--- config.mk ---
export PLATFORM = sky130hd
export DESIGN_NAME = enemy_move_scheduler
export DESIGN_NICKNAME = d
export VERILOG_FILES = /design/src/rtl/enemy_move_scheduler.sv
export SDC_FILE = /design/constraint.sdc
export NUM_CORES = 1
export LEC_CHECK = 0
export BUFFER_PORTS_ARGS = -buffer_cell sky130_fd_sc_hd__buf_2
export CAP_MARGIN = 10
export CORE_ASPECT_RATIO = 0.6
export CORE_MARGIN = 5
export CORE_UTILIZATION = 60
export DETAILED_ROUTE_END_ITERATION = 10
export GPL_ROUTABILITY_DRIVEN = 0
export HOLD_SLACK_MARGIN = 0.06
export PLACE_DENSITY = 0.85
export SLEW_MARGIN = 20
export SYNTH_ARGS = -nofsm -noshare
export SYNTH_HDL_FRONTEND = slang
export SYNTH_SLANG_ARGS = --single-unit
--- constraint.sdc ---
create_clock -name clk -period 9.33 [get_ports clk]
set_input_delay 1.3995 -clock clk [delete_from_list [all_inputs] [get_ports clk]]
set_output_delay 1.3995 -clock clk [all_outputs]
set_load 0.02 [all_outputs]
--- src/rtl/enemy_move_scheduler.sv ---
// enemy_move_scheduler
// Shared timebase for the ground-level mask enemies. One prescaler produces
// base ticks. Each tick is handed to one enemy slot in turn and becomes a
// single-cycle move strobe, but only if that enemy is chasing. Each enemy has
// an IDLE/CHASE/STUN state machine. The block also drives the shared
// two-frame walk-animation select.
module enemy_move_scheduler #(
  parameter int N_ENEMY    = 4,
  parameter int TIME_MAX   = 4600000,
  parameter int MIN_PERIOD = 2,
  parameter int ANIM_HALF  = 20000000,
  parameter int TRIGGER_Y  = 297,
  parameter int STUN_TICKS = 64
) (
  input  logic               clk,
  input  logic               reset_n,
  input  logic [25:0]        speed_offset,
  input  logic [9:0]         jojo_y,
  input  logic               pause,
  input  logic [N_ENEMY-1:0] hit,
  output logic [N_ENEMY-1:0] move_en,
  output logic [N_ENEMY-1:0] chase,
  output logic [N_ENEMY-1:0] stunned,
  output logic               anim_sel,
  output logic [2:0]         slot
);

  localparam logic [1:0]  ST_IDLE      = 2'd0;
  localparam logic [1:0]  ST_CHASE     = 2'd1;
  localparam logic [1:0]  ST_STUN      = 2'd2;
  localparam logic [26:0] TIME_MAX_C   = 27'(TIME_MAX);
  localparam logic [26:0] MIN_PERIOD_C = 27'(MIN_PERIOD);
  localparam logic [25:0] ANIM_HALF_C  = 26'(ANIM_HALF);
  localparam logic [25:0] ANIM_LAST_C  = 26'(2 * ANIM_HALF - 1);
  localparam logic [9:0]  TRIGGER_Y_C  = 10'(TRIGGER_Y);
  localparam logic [6:0]  STUN_TICKS_C = 7'(STUN_TICKS);
  localparam logic [2:0]  LAST_SLOT_C  = 3'(N_ENEMY - 1);

  logic [25:0]        presc_q, presc_d;
  logic [25:0]        anim_q, anim_d;
  logic [2:0]         slot_q, slot_d;
  logic [1:0]         state_q [N_ENEMY];
  logic [1:0]         state_d [N_ENEMY];
  logic [6:0]         stun_q [N_ENEMY];
  logic [6:0]         stun_d [N_ENEMY];
  logic [N_ENEMY-1:0] move_en_q, move_en_d;
  logic [N_ENEMY-1:0] chase_q, chase_d;
  logic [N_ENEMY-1:0] stunned_q, stunned_d;
  logic               anim_sel_q, anim_sel_d;
  logic signed [26:0] diff_s;
  logic [25:0]        period_s;
  logic               base_tick_s;
  logic               trig_s;

  assign trig_s = (jojo_y >= TRIGGER_Y_C);

  // Effective tick period: nominal period minus difficulty offset, clamped from below.
  always_comb begin
    diff_s = $signed(TIME_MAX_C) - $signed({1'b0, speed_offset});
    if (diff_s < $signed(MIN_PERIOD_C)) begin
      period_s = MIN_PERIOD_C[25:0];
    end else begin
      period_s = diff_s[25:0];
    end
  end

  // Prescaler and round-robin pointer. A ">=" compare lets a sudden period cut wrap at once.
  always_comb begin
    base_tick_s = !pause && (presc_q >= (period_s - 26'd1));
    presc_d     = presc_q;
    slot_d      = slot_q;
    if (base_tick_s) begin
      presc_d = 26'd0;
      slot_d  = (slot_q == LAST_SLOT_C) ? 3'd0 : (slot_q + 3'd1);
    end else if (!pause) begin
      presc_d = presc_q + 26'd1;
    end else begin
      presc_d = presc_q;
    end
  end

  // Animation counter (held by pause) and frame-row select.
  always_comb begin
    if (pause) begin
      anim_d = anim_q;
    end else if (anim_q >= ANIM_LAST_C) begin
      anim_d = 26'd0;
    end else begin
      anim_d = anim_q + 26'd1;
    end
    anim_sel_d = (anim_q >= ANIM_HALF_C) && trig_s;
  end

  // Per-enemy FSMs, stun counters, move strobe and status decodes.
  always_comb begin
    for (int i = 0; i < N_ENEMY; i++) begin
      state_d[i] = state_q[i];
      stun_d[i]  = stun_q[i];
      case (state_q[i])
        ST_IDLE: begin
          if (trig_s) begin
            state_d[i] = ST_CHASE;
          end else begin
            state_d[i] = ST_IDLE;
          end
        end
        ST_CHASE: begin
          // A hit outranks losing sight of the player.
          if (hit[i]) begin
            state_d[i] = ST_STUN;
            stun_d[i]  = STUN_TICKS_C;
          end else if (!trig_s) begin
            state_d[i] = ST_IDLE;
          end else begin
            state_d[i] = ST_CHASE;
          end
        end
        ST_STUN: begin
          // A fresh hit restarts the window, even on a tick.
          if (hit[i]) begin
            stun_d[i] = STUN_TICKS_C;
          end else if (base_tick_s) begin
            stun_d[i] = stun_q[i] - 7'd1;
            if (stun_q[i] == 7'd1) begin
              state_d[i] = trig_s ? ST_CHASE : ST_IDLE;
            end else begin
              state_d[i] = ST_STUN;
            end
          end else begin
            stun_d[i] = stun_q[i];
          end
        end
        default: begin
          state_d[i] = ST_IDLE;
          stun_d[i]  = 7'd0;
        end
      endcase
      move_en_d[i] = base_tick_s && (slot_q == 3'(i)) && (state_q[i] == ST_CHASE);
      chase_d[i]   = (state_d[i] == ST_CHASE);
      stunned_d[i] = (state_d[i] == ST_STUN);
    end
  end

  // State registers; asynchronous reset drops any pending strobe immediately.
  always_ff @(posedge clk or negedge reset_n) begin
    if (!reset_n) begin
      presc_q    <= 26'd0;
      anim_q     <= 26'd0;
      slot_q     <= 3'd0;
      move_en_q  <= '0;
      chase_q    <= '0;
      stunned_q  <= '0;
      anim_sel_q <= 1'b0;
      for (int i = 0; i < N_ENEMY; i++) begin
        state_q[i] <= ST_IDLE;
        stun_q[i]  <= 7'd0;
      end
    end else begin
      presc_q    <= presc_d;
      anim_q     <= anim_d;
      slot_q     <= slot_d;
      move_en_q  <= move_en_d;
      chase_q    <= chase_d;
      stunned_q  <= stunned_d;
      anim_sel_q <= anim_sel_d;
      for (int i = 0; i < N_ENEMY; i++) begin
        state_q[i] <= state_d[i];
        stun_q[i]  <= stun_d[i];
      end
    end
  end

  assign move_en  = move_en_q;
  assign chase    = chase_q;
  assign stunned  = stunned_q;
  assign anim_sel = anim_sel_q;
  assign slot     = slot_q;

endmodule

# Yosys cells after proc, flatten, opt, wreduce, memory -nomap -nowiden
# Index checks and enable logic that the tools add are counted.
# word_totals
regBits	104
inputBits	43
output_inout_bits	16
wordCells	127
# op_classes
n_addsub	9
n_lt_le_gt_ge	5
eq_ne	32
n_mux	42
bitwise_logic	4
reduce_logical	20
# ops
op	n
$mux W26	4
$mux W7	12
$pmux W7 S3	4
$add A26 B1 Y26 const B	2
$mux W2	16
$eq A7 B1 Y1 const B	4
$sub A7 B1 Y7 const B	4
$lt A27 B3 Y1 const B	1
$sub A23 B26 Y27 const A	1
$ge A26 B25 Y1 const B	1
$ge A26 B26 Y1	1
$ge A26 B26 Y1 const B	1
$sub A26 B1 Y26 const B	1
$pmux W2 S3	4
$eq A2 B1 Y1 const B	8
$eq A2 B2 Y1 const B	8
$ne A3 B3 Y1 const B	4
$reduce_and A3 Y1	4
$ge A10 B9 Y1 const B	1
$logic_and A1 B1 Y1	10
$logic_not A2 Y1	4
$ne A2 B2 Y1 const B	4
$eq A3 B2 Y1 const B	2
$not A1 Y1	4
7 further kinds	7

# Longest topological paths before layout
# Gate-level depths: netlist (run 1).
# logic_depth
word_depth	10
mapped_depth	31
depth_no_buf	26

# Worst setup path after synthesis (run 1)
# No wires, ideal clock.
# synth_path
path_type	input port to flip-flop
from	input port speed_offset[0]
to	register stun_q[4] (netlist name)
setup_ns	0.110
arrival_ns	7.436
t_required_ns	9.220
setup_slack_ns	1.784
stages	29
path_buffers	3
cell_sequence	inv_1 -> ha_1 -> nor4b_4 -> a21oi_1 -> o32ai_2 -> o32ai_1 -> a211oi_1 -> or4b_4 -> and2_1 -> buf_6 -> nor2b_1 -> ha_1 -> clkbuf_1 -> o31a_1 -> o2111ai_1 -> a21boi_1 -> a21oi_1 -> nand2b_1 -> a32oi_1 -> ha_1 -> and4_1 -> a2111oi_0 -> o211ai_1 -> a311oi_1 -> nor3_1 -> clkbuf_1 -> o21ai_0 -> o21ai_1 -> o41ai_1
# synth_via
elab_chain_cells	8
# synth_rtl
element	line_no	rtl
from (decl)	17	input logic [25:0] speed_offset,
$sub A23 B26 Y27 (*)	59	diff_s = $signed(TIME_MAX_C) - $signed({1'b0, speed_offset});
$lt A27 B3 Y1	60	if (diff_s < $signed(MIN_PERIOD_C)) begin
$mux W26 (*)	60	
$sub A26 B1 Y26 (*)	69	base_tick_s = !pause && (presc_q >= (period_s - 26'd1));
$ge A26 B26 Y1 (*)	69	
$logic_and A1 B1 Y1 (*)	69	
$ne A3 B3 Y1 (no source line) (*)	--	
$reduce_and A3 Y1 (no source line) (*)	--	
to (signal, indexed assignment)	168	stun_q[i] <= stun_d[i];
to (decl)	44	logic [6:0] stun_q [N_ENEMY];
# Mark *: on every way between the ends. The rest lies on a longest branch, timed or not.
# A chain may end at the register's enable or synchronous reset.

# Worst setup path after layout (run 1)
# layout_path
from	input port speed_offset[0]
to	register stunned_q[2], in the netlist stunned[2]
# layout_via
elab_chain_cells	10
# layout_rtl
element	line_no	rtl
$sub A23 B26 Y27 (*)	59	
$lt A27 B3 Y1	60	
$mux W26 (*)	60	
$sub A26 B1 Y26 (*)	69	
$ge A26 B26 Y1 (*)	69	
$logic_and A1 B1 Y1 (*)	69	
$mux W2 (*)	122	end else if (base_tick_s) begin
$mux W2 (*)	120	if (hit[i]) begin
$pmux W2 S3 (*)	99	case (state_q[i])
$eq A2 B2 Y1 (*)	140	stunned_d[i] = (state_d[i] == ST_STUN);
net stunned_d[2]	48	logic [N_ENEMY-1:0] stunned_q, stunned_d;
to (signal assigned)	164	stunned_q <= stunned_d;
to (decl)	48	
# Mark *: on every way through the listed nets, which the timed path passes. The rest lies on a longest branch.

==> results of run 1 <==
state kept, by name, summed over array words and instances (netlist names):
signal	cells
stun_q	28
anim_q	26
presc_q	26
state_q	8
chase	4
move_en	4
stunned	4
slot	3
anim_sel	1
power by group through the flow:
| stage | Combinational [W] | Sequential (W) | Clock, W |
|---|---|---|---|
| 2_1_floorplan | 0.000396 | 0.000602 | 0 |
| 3_3_place_gp | 0.000554 | 0.000593 | 0 |
| 3_5_place_dp | 0.000570 | 0.000595 | 0 |
| 4_1_cts | 0.000576 | 0.000589 | 0.000445 |
| 5_1_grt | 0.000647 | 0.000601 | 0.000469 |
| 6_report | 0.000583 | 0.000592 | 0.000438 |
area by class of cell:
class / count / area (µm²)
repair buffers: 64 / 338
clock inverters: 7 / 126
well taps: 170 / 213
clock buffers: 9 / 225
flip-flops and latches: 104 / 2600
inverters: 42 / 158
multi-input cells: 762 / 4990
fillers: 1040 / 4200
layout by cell type (no fill, tap or decap), drive strengths merged, types with 6 or more instances in the layout:
cell type / netlist / routed
xor2: 33 / 33
and2: 9 / 9
ha: 59 / 59
nand3: 34 / 34
a21boi: 7 / 7
nand4: 14 / 14
inv: 42 / 44
nor2: 105 / 105
and4: 6 / 6
clkbuf: 13 / 9
o31a: 7 / 7
or3: 19 / 19
nor3: 33 / 33
a21o: 15 / 15
nand2b: 10 / 10
o31ai: 12 / 12
and3: 12 / 12
o211ai: 12 / 12
buf: 12 / 64
nand2: 98 / 98
nor3b: 9 / 9
a21oi: 43 / 43
a31oi: 9 / 9
nor2b: 16 / 16
o21ai: 70 / 70
xnor2: 34 / 34
dfrtp: 104 / 104
worst reg2reg max path, cell delays in order (launching register included):
cell,delay (ns)
sky130_fd_sc_hd__dfrtp_1,0.43
sky130_fd_sc_hd__ha_1,0.35
sky130_fd_sc_hd__and4_1,0.20
sky130_fd_sc_hd__a2111oi_0,0.51
sky130_fd_sc_hd__o211ai_1,0.20
sky130_fd_sc_hd__a311oi_1,0.51
sky130_fd_sc_hd__or3_1,0.51
sky130_fd_sc_hd__nor2_1,0.11
sky130_fd_sc_hd__a311oi_1,0.46
sky130_fd_sc_hd__and3b_1,0.22
metal layers:
layer	part of all wire (%)	global-route usage [%]	routed length, µm
met5	0	0	0
met1	51	40.2	9500
met2	40	30.9	7430
met3	8.4	5.84	1560
met4	0.62	3.50	115
cells by family after synthesis:
group / after synthesis / synth area share, %
buffers and inverters: 67 / 3.64
multiplexers: 5 / 0.652
AO/OA/AOI/OAI: 240 / 20.6
adder cells (fa/ha/maj): 59 / 9.38
flip-flops: 104 / 33.1
XOR/XNOR: 67 / 7.46
AND/OR/NAND/NOR: 391 / 25.1
through the flow:
stage	util, %	setup slack [ns]	std cells	instance area [µm²]	hold slack [ns]
floorplan	-	1.78	933	7870	0.442
global placement	64.6	0.985	1142	8300	0.475
detailed placement	64.6	0.666	1142	8300	0.478
CTS	67.3	1.02	1158	8650	0.488
global route	67.3	0.222	1158	8650	0.524
finish	67.3	0.850	1158	8650	0.482
path summary, 6_finish.rpt:
kind | startpoint | endpoint | slack [ns]
worst max-delay path | speed_offset[0] | stunned[2] | 0.85
worst min-delay path | stun_q[18] | stun_q[18] | 0.48
worst max register to register | presc_q[20] | stunned[2] | 5.78
worst min register to register | stun_q[18] | stun_q[18] | 0.48
max in group asynchronous | reset_n | stun_q[1] | 7.12
min in group asynchronous | reset_n | stunned[0] | 0.99
==> metrics.sh, run 1 <==
STATUS='finished, final reports clean'
CORE_AREA_UM2=12900
R2R_CELLS=9
CTS_CLOCK_PIN_SLEW_FOR_THE_WORST_SETUP_AND_HOLD_PATHS_NS=0.07
ACHIEVABLE-FREQUENCY_GHz=0.118
WORST_CLOCK_SKEW_NS=0.00870
SYNTH_CELL_TYPES=83
DIE_WIDTH_UM=158
CTS_TREE='done'
POST_SYNTHESIS_ASYNC_SET_OR_RESET_FLOP_SHARE_PCT=100
TIMING_WORST_SLEW_PIN_VALUE_NS=0.943
TOP_LEVEL_PORTS=59
SYNTH.CELLS.MOST_FREQUENT='sky130_fd_sc_hd__dfrtp_1, sky130_fd_sc_hd__nor2_1, sky130_fd_sc_hd__nand2_1, sky130_fd_sc_hd__o21ai_0, sky130_fd_sc_hd__ha_1'
TIMING.CRITICAL_PATH.REQUIRED_NS=9.61
AREA_GROWTH_SYN_TO_LAYOUT_PCT=9.92
FINAL_LAYOUT_SIZE_SUFFIX_GT1_SHARE_PCT=10.7
SYNTH-WARNING-COUNT=0
DRT_WL_TOTAL_MM=18.6
DRT_FIRST_ITER_VIOLATIONS=709
WORST_PATH_LARGEST_CELL_DELAY_NS=0.55
CLOCK_LATENCY_NS=0.35
MAXCAPVIOLCOUNT=0
DETAIL-ROUTE-ANTENNA-NETS=0
CTS_BUFFER_DEPTH=2
CTS_POST_SETUP_BUFFERS_INSERTED=0
CTS_BUFFERS=9
IO_BUFFER_COUNT=58
FINAL_CRITICAL_PATH_SHARE_OF_THE_CLOCK_PERIOD_PCT=90.9
PEAKVDDDROP_V=0.000139
YOSYS_MOST_USED_DFF='sky130_fd_sc_hd__dfrtp_1'
WORST_PATH_MAX_DELAY_CELL='sky130_fd_sc_hd__or4b_4'
CRITPATHBUFINV=3
ANTENNA_FOUND_INITIAL=0
SYNTH-SEQ-CELLS=104
SYNTHTOPCELLSBYAREA='sky130_fd_sc_hd__dfrtp_1, sky130_fd_sc_hd__ha_1, sky130_fd_sc_hd__nor2_1, sky130_fd_sc_hd__nand2_1, sky130_fd_sc_hd__o21ai_0'
SYNTH-EDFF-COUNT=0
P_INT_W=0.00100
HOLDCRITPATHCLASS='flop to flop'
CTS.SINKS=104
FINALPOWER_W=0.00161
NETLIST_AREA_UM2=7870
HOLD_PATH_DEPTH=1
SEQUENTIAL_SHARE_OF_THE_SYNTHESIZED_AREA_PCT=33.1
CTS-HTREE-LEVELS=3
GROUTE.USAGE.OVERALL_PCT=23.9
PLACE.DETAILED.HPWL_MM=14.1
GRT_MAX_DEGREE=72
CLOCKPOWERSHARE_PCT=27.2
POST_SYNTHESIS_CELL_COUNT=933
INITIAL_CORE_UTIL_PCT=61.2
GRT_RESIDUAL_OVERFLOW=0
CLOCK-ROOT-BUFFER='sky130_fd_sc_hd__clkbuf_16'
ANTENNA_DIODES=0
NUMBER_OF_GATES_RESIZED_AFTER_CTS=0
DIE-AREA_UM2=15600
ROUTED-VIA-COUNT=7130
SWITCHINGPOWER_W=0.000611
WIRE_PER_INST_UM=16.1
CATEGORY_OF_THE_CRITICAL_SETUP_TIMING_PATH='primary input to flop'
ENDPOINT_CLASS_OF_THE_CRITICAL_PATH='flop'
CORE.ROWCOUNT=32
WIRE_LENGTH_OF_THE_FIRST_GLOBAL_ROUTING_PASS_MM=30.8
CRIT_PATH_START_KIND='primary input'
TIMING.MAX_SLEW.REL_SLACK_PCT=36.8
SYNTH_LARGEST_AREA_CELL='sky130_fd_sc_hd__dfrtp_1'
SYN_AVG_CELL_AREA_UM2=8.43
LAYOUT_MIN_CYCLE_TIME_NS=8.48
CPLARGESTDELAYFAMILY='compound AO/OA/AOI/OAI gates'
FINALHOLDVIOLATIONS=0
FINALSETUPTNS_NS=0
DRV_SLEW=0
REMAINING_DRC_ERRORS=0
YOSYSTOPAREACELLSHARE_PCT=33.1
WORSTPATHARRIVAL_NS=8.76
VIA_PER_INST=6.16
STATIC-LEAKAGE-POWER_nW=3.88
POWER.SWITCHING_FRACTION_PCT=37.9
DRT_PASS1_ITERATIONS=5
NUMBER_OF_GLOBAL_ROUTE_VIAS_BEFORE_REPAIR=6115
PWR-SHARE-COMB_PCT=36.1
WORSTPATHMAXFANOUT=14
SEQUENTIALPOWERSHARE_PCT=36.7
CHIPHEIGHT_UM=98.7
CRITICAL_PATH_CELL_COUNT=27
SYNTH.NET_COUNT=1035
FINAL_NET_COUNT=1085
POST_CTS_HOLD_BUFFER_COUNT=0
GRT_SETUP_UNREPAIRED='no'
CELLPOWERDENSITY_nW_PER_UM2=186
SETUP-VIOLATIONS-FINAL=0
(Power assumes the default switching activity.)
==> run 2, diff against run 1 <==
--- a/config.mk
+++ b/config.mk
@@ -5,6 +5,7 @@
 export SDC_FILE = /design/constraint.sdc
 export NUM_CORES = 1
 export LEC_CHECK = 0
+export ABC_AREA = 1
 export BUFFER_PORTS_ARGS = -buffer_cell sky130_fd_sc_hd__buf_2
 export CAP_MARGIN = 10
 export CORE_ASPECT_RATIO = 0.6
@@ -13,7 +14,7 @@
 export DETAILED_ROUTE_END_ITERATION = 10
 export GPL_ROUTABILITY_DRIVEN = 0
 export HOLD_SLACK_MARGIN = 0.06
-export PLACE_DENSITY = 0.85
+export PLACE_DENSITY = 0.84
 export SLEW_MARGIN = 20
 export SYNTH_ARGS = -nofsm -noshare
 export SYNTH_HDL_FRONTEND = slang
==> metrics.sh, run 2 <==
STATUS='finished, final reports clean'  # unchanged
ENDPOINT_CLASS_OF_THE_CRITICAL_PATH='flop'  # unchanged
INITIAL_CORE_UTIL_PCT=61.5  # was 61.2%
STATIC-LEAKAGE-POWER_nW=4.79  # was 3.88 nW
MAXCAPVIOLCOUNT=0  # unchanged
NUMBER_OF_GATES_RESIZED_AFTER_CTS=0  # unchanged
CPMOSTUSEDCELL='sky130_fd_sc_hd__nand2_1'
POST_CTS_HOLD_BUFFER_COUNT=0  # unchanged
SEQUENTIAL_SHARE_OF_THE_SYNTHESIZED_AREA_PCT=30.9  # was 33.1%
CTS_BUFFERS=9  # unchanged
LARGESTREGISTERS='stun_q: 28 flops, anim_q: 26 flops, presc_q: 26 flops'  # unchanged
WIRE_PER_INST_UM=13.9  # was 16.1 µm
SYNTH-EDFF-COUNT=0  # unchanged
CTS.SINKS=104  # unchanged
TIMING_WORST_SLEW_PIN_VALUE_NS=0.934  # was 0.943 ns
CHIPHEIGHT_UM=102  # was 98.7 µm
TOP_REGISTER='stun_q'  # unchanged
CLOCK-ROOT-BUFFER='sky130_fd_sc_hd__clkbuf_16'  # unchanged
FINAL_COMMON_CELL='sky130_fd_sc_hd__nand2_1'
VIA_PER_INST=5.50  # was 6.16
SYNTH.CELLS.MOST_FREQUENT='sky130_fd_sc_hd__nand2_1, sky130_fd_sc_hd__inv_1, sky130_fd_sc_hd__nor2_1, sky130_fd_sc_hd__dfrtp_1, sky130_fd_sc_hd__nand3_1'  # was sky130_fd_sc_hd__dfrtp_1, sky130_fd_sc_hd__nor2_1, sky130_fd_sc_hd__nand2_1, sky130_fd_sc_hd__o21ai_0, sky130_fd_sc_hd__ha_1
SWITCHINGPOWER_W=0.000776  # was 0.000611 W
CATEGORY_OF_THE_CRITICAL_SETUP_TIMING_PATH='primary input to flop'  # unchanged
CLOCK_LATENCY_NS=0.35  # about the same
DIE_WIDTH_UM=163  # was 158 µm
TIMING.CRITICAL_PATH.REQUIRED_NS=9.59  # was 9.61 ns
CRIT_PATH_START_KIND='primary input'  # unchanged
SYNTH_LARGEST_AREA_CELL='sky130_fd_sc_hd__dfrtp_1'  # unchanged
WORST_HOLD_CHECK_SLACK_NS=0.522  # was 0.482 ns
NFILLCELLS=1209  # was 1,040
POST_SYNTHESIS_CELL_COUNT=1251  # was 933
LAYOUT.CELLS.MOST_COMMON_LIST='sky130_fd_sc_hd__nand2_1, sky130_fd_sc_hd__inv_1, sky130_fd_sc_hd__nor2_1, sky130_fd_sc_hd__dfrtp_1, sky130_fd_sc_hd__nand3_1'  # was sky130_fd_sc_hd__nor2_1, sky130_fd_sc_hd__dfrtp_1, sky130_fd_sc_hd__nand2_1, sky130_fd_sc_hd__o21ai_0, sky130_fd_sc_hd__ha_1
SYNTHTOPCELLSBYAREA='sky130_fd_sc_hd__dfrtp_1, sky130_fd_sc_hd__nand2_1, sky130_fd_sc_hd__ha_1, sky130_fd_sc_hd__inv_1, sky130_fd_sc_hd__nor2_1'  # was sky130_fd_sc_hd__dfrtp_1, sky130_fd_sc_hd__ha_1, sky130_fd_sc_hd__nor2_1, sky130_fd_sc_hd__nand2_1, sky130_fd_sc_hd__o21ai_0
GRT_MAX_DEGREE=77  # was 72
FINAL_CRITICAL_PATH_SHARE_OF_THE_CLOCK_PERIOD_PCT=82.7  # was 90.9%
CTS-HTREE-LEVELS=3  # unchanged
POST_SYNTHESIS_ASYNC_SET_OR_RESET_FLOP_SHARE_PCT=100  # unchanged
WORSTPATHMAXFANOUT=21  # was 14
TOP_LEVEL_PORTS=59  # unchanged
GRT_RESIDUAL_OVERFLOW=0  # unchanged
TIMING.MAX_SLEW.REL_SLACK_PCT=37.7  # was 36.8%
MULTI_INPUT_AREA_UM2=5020  # was 4990 µm²
PLACE_AREA_UM2=8910  # was 8300 µm²
CORE_AREA_UM2=13700  # was 12,900 µm²
WIRE_LENGTH_OF_THE_FIRST_GLOBAL_ROUTING_PASS_MM=35.1  # was 30.8 mm
CTS_CLOCK_PIN_SLEW_FOR_THE_WORST_SETUP_AND_HOLD_PATHS_NS=0.07  # about the same
FINAL_LAYOUT_SIZE_SUFFIX_GT1_SHARE_PCT=10.5  # was 10.7%
REMAINING_DRC_ERRORS=0  # unchanged
PEAKVDDDROP_V=0.000124  # was 0.000139 V
PLACE.DETAILED.HPWL_MM=16.5  # was 14.1 mm
SYNTH_CELL_TYPES=47  # was 83
P_INT_W=0.00104  # was 0.00100 W
LARGEST_REGISTER_FFS=28  # unchanged
YOSYSTOPAREACELLSHARE_PCT=30.9  # was 33.1%
LAYOUT_MIN_CYCLE_TIME_NS=7.72  # was 8.48 ns
FINAL_NET_COUNT=1409  # was 1,085
NUMBER_OF_GLOBAL_ROUTE_VIAS_BEFORE_REPAIR=7519  # was 6,115
IO_BUFFER_COUNT=58  # unchanged
WORST_PATH_MAX_DELAY_CELL='sky130_fd_sc_hd__nand2_1'  # was sky130_fd_sc_hd__or4b_4
HOLDCRITPATHCLASS='flop to flop'  # unchanged
NETLIST_AREA_UM2=8430  # was 7870 µm²
GRT_SETUP_UNREPAIRED='no'  # unchanged
FINALSETUPTNS_NS=0  # unchanged
YOSYS_MOST_USED_DFF='sky130_fd_sc_hd__dfrtp_1'  # unchanged
ANTENNA_DIODES=0  # unchanged
ACHIEVABLE-FREQUENCY_GHz=0.130  # was 0.118 GHz
DRV_SLEW=0  # unchanged
SYNTHMOSTINSTANTIATEDCELL='sky130_fd_sc_hd__nand2_1'
DRT_PASS1_ITERATIONS=6  # was 5
FINALHOLDVIOLATIONS=0  # unchanged
FINALINSTANCEAREA_UM2=9220  # was 8650 µm²
WORSTPATHARRIVAL_NS=7.98  # was 8.76 ns
CTS_POST_SETUP_BUFFERS_INSERTED=0  # unchanged
DRT_FIRST_ITER_VIOLATIONS=883  # was 709
SYN_AVG_CELL_AREA_UM2=6.74  # was 8.43 µm²
DIE-AREA_UM2=16600  # was 15,600 µm²
POWER.SWITCHING_FRACTION_PCT=42.8  # was 37.9%
AREA_GROWTH_SYN_TO_LAYOUT_PCT=9.38  # was 9.92%
GROUTE.USAGE.OVERALL_PCT=25.7  # was 23.9%
CLOCKPOWERSHARE_PCT=21.6  # was 27.2%
SYNTH-WARNING-COUNT=0  # unchanged
WORST_PATH_LARGEST_CELL_DELAY_NS=0.62  # was 0.55 ns
ANTENNA_FOUND_INITIAL=0  # unchanged
CTS_TREE='done'  # unchanged
SYNTH.NET_COUNT=1353  # was 1,035
WORST_CLOCK_SKEW_NS=0.00423  # was 0.00870 ns
SEQUENTIALPOWERSHARE_PCT=35.1  # was 36.7%
DRT_WL_TOTAL_MM=20.9  # was 18.6 mm
CORE.ROWCOUNT=33  # was 32
ROUTED-VIA-COUNT=8270  # was 7,130
CELLPOWERDENSITY_nW_PER_UM2=197  # was 186 nW/µm²
LAYOUT.AREA.SEQ_UM2=2600  # unchanged
SETUP-VIOLATIONS-FINAL=0  # unchanged
CTS_BUFFER_DEPTH=2  # unchanged
DETAIL-ROUTE-ANTENNA-NETS=0  # unchanged
SYNTH-SEQ-CELLS=104  # unchanged
PWR-SHARE-COMB_PCT=43.3  # was 36.1%
-- run 2: cell count changes after synthesis, moves of 19 or more --
cell / change
sky130_fd_sc_hd__inv_1: +140
sky130_fd_sc_hd__nand2_1: +196
sky130_fd_sc_hd__nand3_1: +49
sky130_fd_sc_hd__nor2_1: +65
sky130_fd_sc_hd__xnor2_1: -23
sky130_fd_sc_hd__or3_1: -19
-- run 2: cell families after synthesis --
group                    share of synthesized area (%)
flip-flops                                        30.9
AND/OR/NAND/NOR                                   36.5
buffers and inverters                             9.58
AO/OA/AOI/OAI                                     10.8
XOR/XNOR                                          3.42
adder cells (fa/ha/maj)                           8.76
-- run 2: per-stage QoR --
step / instances / power [W] / utilization [%] / setup slack, ns
5_1_grt: 1504 / 0.00196 / 67.2 / 0.940
3_3_place_gp: 1488 / 0.00138 / 65.0 / 1.85
4_1_cts: 1504 / 0.00181 / 67.2 / 1.82
3_5_place_dp: 1488 / 0.00141 / 65.0 / 1.49
6_report: 1504 / 0.00181 / 67.2 / 1.61
2_1_floorplan: 1251 / 0.00120 / - / 3.91
-- run 2: per-layer routing --
metal	share of wire [%]	GRT usage [%]
met3	11	6.26
met4	0.96	4.77
met1	48	39.7
met2	40	36.8
met5	0	0
-- run 2: critical path: cells and delay by family --
family | cells | cell delay (ns)
AND/OR/NAND/NOR | 23 | 4.36
XOR/XNOR | 1 | 0.15
AO/OA/AOI/OAI | 2 | 0.33
buffers and inverters | 6 | 1.07
adder cells (fa/ha/maj) | 3 | 0.67
-- run 2: path summary, 6_finish.rpt --
kind	from	endpoint	slack (ns)	cells past startpoint
worst max-delay path	speed_offset[0]	stun_q[19]	1.61	35
worst min-delay path	anim_q[6]	anim_q[6]	0.52	1
worst max register to register	presc_q[9]	stun_q[19]	6.01	14
worst min register to register	anim_q[6]	anim_q[6]	0.52	1
max in group asynchronous	reset_n	anim_q[18]	7.12	2
min in group asynchronous	reset_n	stun_q[9]	0.95	1
-- run 2: final cells by class --
cell class	count	area share [%]
Clock inverter	6	0.719
Multi-Input combinational cell	936	54.4
Tap cell	192	2.61
Timing Repair Buffer	62	3.50
Clock buffer	10	2.59
Inverter	194	7.91
Sequential cell	104	28.2
-- run 2: power groups by stage --
stage                     logic [W]  clock network [W]  registers (W)
after floorplan            0.000552                  0       0.000650
after global placement     0.000743                  0       0.000637
after detailed placement   0.000774                  0       0.000640
after CTS                  0.000778           0.000398       0.000634
after global routing       0.000896           0.000416       0.000648
final                      0.000785           0.000392       0.000636
